`config.mk`:
```
export PLATFORM = sky130hd
export DESIGN_NAME = age_issue_sel
export DESIGN_NICKNAME = d
export VERILOG_FILES = /design/src/rtl/age_issue_sel.sv
export SDC_FILE = /design/constraint.sdc
export NUM_CORES = 2
export LEC_CHECK = 0
export CAP_MARGIN = 20
export CORE_AREA = 3 3 287 289
export DETAILED_ROUTE_END_ITERATION = 10
export DIE_AREA = 0 0 290 292
export PLACE_DENSITY = 0.75
export RECOVER_POWER = 100
export SLEW_MARGIN = 25
export SYNTH_ARGS = -nofsm -noshare
export SYNTH_HDL_FRONTEND = slang
export SYNTH_SLANG_ARGS = --single-unit
```
`constraint.sdc`:
```
create_clock -name clock -period 114.3 [get_ports clock]
set_clock_uncertainty 0.2 [all_clocks]
set_input_delay 11.43 -clock clock [delete_from_list [all_inputs] [get_ports clock]]
set_output_delay 11.43 -clock clock [all_outputs]
set_load 0.02 [all_outputs]
```
`src/rtl/age_issue_sel.sv`:
```
// age_issue_sel: oldest-first W-of-N grant selector feeding issue/FU-select.
// Selection is combinational; grants live in a single output register that holds while stalled.
`ifndef XLEN
`define XLEN 32
`endif

module age_issue_sel #(
    parameter int N    = 16,
    parameter int W    = 2,
    parameter int TW   = `XLEN,
    parameter int WRAP = 0
) (
    input  logic                 clock,
    input  logic                 reset,
    input  logic [N-1:0]         req,
    input  logic [N-1:0][TW-1:0] age,
    input  logic                 en,
    input  logic                 flush,
    output logic [W-1:0][N-1:0]  gnt,
    output logic [W-1:0]         gnt_valid,
    output logic [W-1:0][TW-1:0] gnt_age
);
    localparam int IW = $clog2(N);

    logic [W-1:0][N-1:0]  gnt_r;
    logic [W-1:0]         gnt_valid_r;
    logic [W-1:0][TW-1:0] gnt_age_r;

    logic [W-1:0][N-1:0]  sel_gnt_s;
    logic [W-1:0]         sel_valid_s;
    logic [W-1:0][TW-1:0] sel_age_s;
    logic [N-1:0]         held_mask_s;
    logic                 load_s;

    // Strictly-older test; the modular form reads the discarded-carry difference as signed
    function automatic logic is_older(input logic [TW-1:0] a, input logic [TW-1:0] b);
        logic result;
        if (WRAP != 0) begin
            result = ($signed(a - b) < $signed({TW{1'b0}}));
        end else begin
            result = (a < b);
        end
        return result;
    endfunction

    // Entries granted in the held register are masked so they are not re-issued while consumed
    always_comb begin
        held_mask_s = {N{1'b0}};
        for (int w = 0; w < W; w++) begin
            held_mask_s = held_mask_s | gnt_r[w];
        end
    end

    assign load_s = en | ~(|gnt_valid_r);

    // Slot-by-slot oldest scan; strict compare keeps the lower index on equal tags
    always_comb begin : select_p
        logic [N-1:0]    rem_s;
        logic            found_s;
        logic            take_s;
        logic [IW-1:0]   best_idx_s;
        logic [TW-1:0]   best_age_s;
        rem_s       = req & ~held_mask_s;
        sel_gnt_s   = {(W*N){1'b0}};
        sel_valid_s = {W{1'b0}};
        sel_age_s   = {(W*TW){1'b0}};
        found_s     = 1'b0;
        take_s      = 1'b0;
        best_idx_s  = {IW{1'b0}};
        best_age_s  = {TW{1'b0}};
        for (int w = 0; w < W; w++) begin
            found_s    = 1'b0;
            best_idx_s = {IW{1'b0}};
            best_age_s = {TW{1'b0}};
            for (int j = 0; j < N; j++) begin
                take_s     = rem_s[j] & (~found_s | is_older(age[j], best_age_s));
                found_s    = found_s | take_s;
                best_idx_s = take_s ? IW'(j) : best_idx_s;
                best_age_s = take_s ? age[j] : best_age_s;
            end
            if (found_s) begin
                sel_gnt_s[w][best_idx_s] = 1'b1;
                sel_valid_s[w]           = 1'b1;
                sel_age_s[w]             = best_age_s;
                rem_s[best_idx_s]        = 1'b0;
            end else begin
                sel_valid_s[w] = 1'b0;
            end
        end
    end

    // Grant register: flush beats load, and without a load every slot holds bit-identical
    always_ff @(posedge clock or negedge reset) begin
        if (!reset) begin
            gnt_r       <= {(W*N){1'b0}};
            gnt_valid_r <= {W{1'b0}};
            gnt_age_r   <= {(W*TW){1'b0}};
        end else if (flush) begin
            gnt_r       <= {(W*N){1'b0}};
            gnt_valid_r <= {W{1'b0}};
            gnt_age_r   <= {(W*TW){1'b0}};
        end else if (load_s) begin
            gnt_r       <= sel_gnt_s;
            gnt_valid_r <= sel_valid_s;
            gnt_age_r   <= sel_age_s;
        end else begin
            gnt_r       <= gnt_r;
            gnt_valid_r <= gnt_valid_r;
            gnt_age_r   <= gnt_age_r;
        end
    end

    assign gnt       = gnt_r;
    assign gnt_valid = gnt_valid_r;
    assign gnt_age   = gnt_age_r;

endmodule

```
==> impl_results.md <==
* Status: complete, but fails checks
* Violated checks: capacitance limit, slew limit
* Drt via density at 6.323
* Mapped Avg Cell Area at 6.713 µm²
* Pre-CTS WS at -0.4102 ns
* First-pass GRT wire length at 268.7 mm
* Clk root buf: clkbuf_16
* Row Count at 104
* Slew Limit Fails at 101
* Num CTS Buffers at 9
* Deepest clock path buffer count at 2
* Rel. slew slack at -157.4%
* Clock Sinks at 98
* Top cells by area, synth: ha_1 28%, o21ai_0 8.5%, a21oi_1 7.0%, inv_1 6.7%, nand2_1 6.6%
* Worst-margin pin slew at 3.860 ns
* H-tree Lvls at 3
* Worst Setup Start Kind: input port
* Area fraction of the dominant cell type after synthesis at 28.31%
* Critical path's most frequent cell: o21ai_0
* Max-Cap Viols at 2
* Worst Hold Class: register to register
* Most common flop cell mapped by yosys: dfrtp_1
* DR WL/cell at 25.04 µm
* Worst-path clk slew at 0.07 ns
* Slowest-stage cell, CP: or4b_2
* Pin count of the biggest net entering global routing at 95
* Chip height at 292 µm
* RD Place Congestion at 1.059
* Flops & latches, synth at 98
* Post-route minimum period at 107.66 ns
* Yosys warning total at 0
* Final worst slack at 6.642 ns
* Routed wl met2 at 81.88 mm
* Worst-Skew Late Latency at 0.36 ns
* HPWL after detailed placement at 158.4 mm
* GR Overflow Total at 0
* Synth Instances at 5938
* CP required at 114.34 ns
* Share of layout cells above drive strength 1 at 4.688%
* Largest fanout on the critical path at 69
* Sequential share of the synthesized area at 6.152%
* Crit Path Class: input port to register
* Final setup TNS at 0 ns
* Post-route cell area at 48230 µm²
* Post-CTS Hold Fix Bufs at 0
* Hold Vio Cnt, Final at 0
* Vias in the first global route at 43460
* Final nets at 7871
* Synthesized Nets at 7372
* Max incr delay on CP at 0.73 ns
* Async SR Flop Fraction at 100.0%
* Synth cell types at 113
* Synthesized area at 39860 µm²
* Max Clk Rate at 0.009289 GHz
* Final Cycle Share at 94.19%
* Synth-to-Final Area Change at 20.98%
* Largest area contributor in the synthesized netlist: ha_1
* TritonCTS clock tree: built
* I/O pins at 630
* Die area at 84680 µm²
* Final setup viols at 0
* Met3 WL at 18.71 mm
* DRC at 0
* Die width at 290 µm
* Starting DRT DRC Count at 5592
* Initial antenna violation count at 22
* Number of flops mapped to enable cells by yosys at 0
* Arr. time, crit path at 107.70 ns
* Initial Util at 49.73%
* Remaining antenna violation count at 0
* Setup crit end kind: register
* Top Metal Used: met5
* First-pass DRT Iterations at 6
* PortBufs at 629
* DR vias at 47560
* Met1 wire length at 76.29 mm
* Gr usage total at 40.79%
* Core area at 80160 µm²
* Routed Wire Length at 188.3 mm
* Final core utilization at 60.17%
* Dpl cell area at 47040 µm²
==> cells in the final DEF (no fill, tap or decap), types with 18 or more instances in the layout <==
cell type,netlist,routed
ha_1,902,902
o21ai_0,676,667
o21ai_1,19,24
o211ai_1,40,40
clkdlybuf4s50_1,0,530
a21o_1,173,171
a221o_1,39,38
dlygate4sd3_1,0,98
nand3_1,96,94
or3_1,18,18
inv_1,708,707
buf_4,5,67
and4_1,19,19
mux2i_1,103,101
o21a_1,38,36
nor4_1,29,25
diode_2,0,19
nand2_1,700,695
nor2b_1,135,135
nor3_1,94,93
a211oi_1,44,40
nand4_1,178,178
mux2_2,68,68
a21oi_1,556,554
nand2b_1,120,118
nor2_1,463,461
dfrtp_1,98,98
o32ai_1,31,29
and2_1,29,29
a22o_1,21,21
==> registers in the layout, summed over array words and instances (netlist names) <==
register,cells
gnt_age,64
gnt_valid,2
gnt,32
==> critical path, delay by kind of cell <==
| kind | cells | cell delay, ns |
|---|---|---|
| buffers and inverters | 46 | 8.02 |
| AND/OR/NAND/NOR | 169 | 23.96 |
| multiplexers | 6 | 2.06 |
| adder cells (fa/ha/maj) | 30 | 8.68 |
| AO/OA/AOI/OAI | 263 | 53.00 |
==> through the flow <==
stage	hold WS, ns	instances
after floorplan	0.3900	5938
after global placement	0.2650	7435
after detailed placement	0.2736	7435
after CTS	0.2888	7452
after global routing	0.3140	7512
final	0.2786	7521
==> cells by family (layout without fill, tap and decap cells) <==
family                     after synthesis  count (layout)  share of synthesized area (%)
other                                    0              19                              0
xor gates and xnor gates                 7               7                         0.1538
buffers and inverters                  946            1433                          9.055
adders and majority gates              909             909                          28.49
and+or+nand+nor                       1955            1964                          23.24
muxes                                  176             176                          4.667
AOI/OAI and AO/OA                     1847            1855                          28.25
DFF                                     98              98                          6.152
==> metal layers <==
layer  up-vias  track usage [%]
met1     21880            54.15
met2      2840            64.17
li1      22310                -
met4         8            20.36
met5         -                0
met3       515            6.450
==> path summary, 6_finish.rpt <==
| path | cells past startpoint | slack (ns) | startpoint | endpoint |
|---|---|---|---|---|
| worst min register to register | 2 | 0.28 | gnt_age[19] | gnt_age[19] |
| worst min-delay path | 2 | 0.28 | gnt_age[19] | gnt_age[19] |
| worst max-delay path | 514 | 6.64 | req[0] | gnt_age[49] |
| min in group asynchronous | 1 | 11.25 | reset | gnt_age[23] |
| max in group asynchronous | 2 | 98.25 | reset | gnt[8] |
| worst max register to register | 513 | 17.69 | gnt[16] | gnt_age[49] |
==> cell usage after synthesis (10+ instances only) <==
master and n:
buf_1 39, a221o_1 39, nor3_1 94, nand2_1 700, a21oi_1 556, a22o_1 21, mux2i_1 103, o2111ai_1 13
o32ai_1 31, o211ai_1 40, and4_1 19, nand3_1 96, a211o_1 16, or3_1 18, a21o_1 173, inv_1 708
nor2_1 463, a2111oi_0 10, clkbuf_1 165, or2_2 10, buf_2 26, and2_1 29, nor4_1 29, a31oi_1 19
nand2b_1 120, nor2b_1 135, o21ai_0 676, a211oi_1 44, o21ai_1 19, and3_1 16, o221ai_1 10, dfrtp_1 98
ha_1 902, o31ai_1 14, o21a_1 38, mux2_2 68, nand4_1 178
==> area by class of cell <==
class / instances / area, µm²
clock inverters: 6 / 95.09
inverters: 710 / 2669
multi-input cells: 4911 / 34440
diodes: 19 / 47.55
clock buffers: 10 / 239.0
flip-flops and latches: 98 / 2452
repair buffers: 706 / 6959
repair inverters: 1 / 5.005
fillers: 7736 / 31930
well taps: 1060 / 1326
==> repair_timing <==
action,4_1_cts,5_1_grt
gates cloned,1,17
hold endpoints to repair,0,0
endpoints found under the setup margin,47,48
setup buffers,0,32
gates resized for setup,1,83
pin swaps,0,12
Power is left out: the tool's default activity adds up to more than one toggle a clock period on the data nets, which glitch-free logic cannot reach.
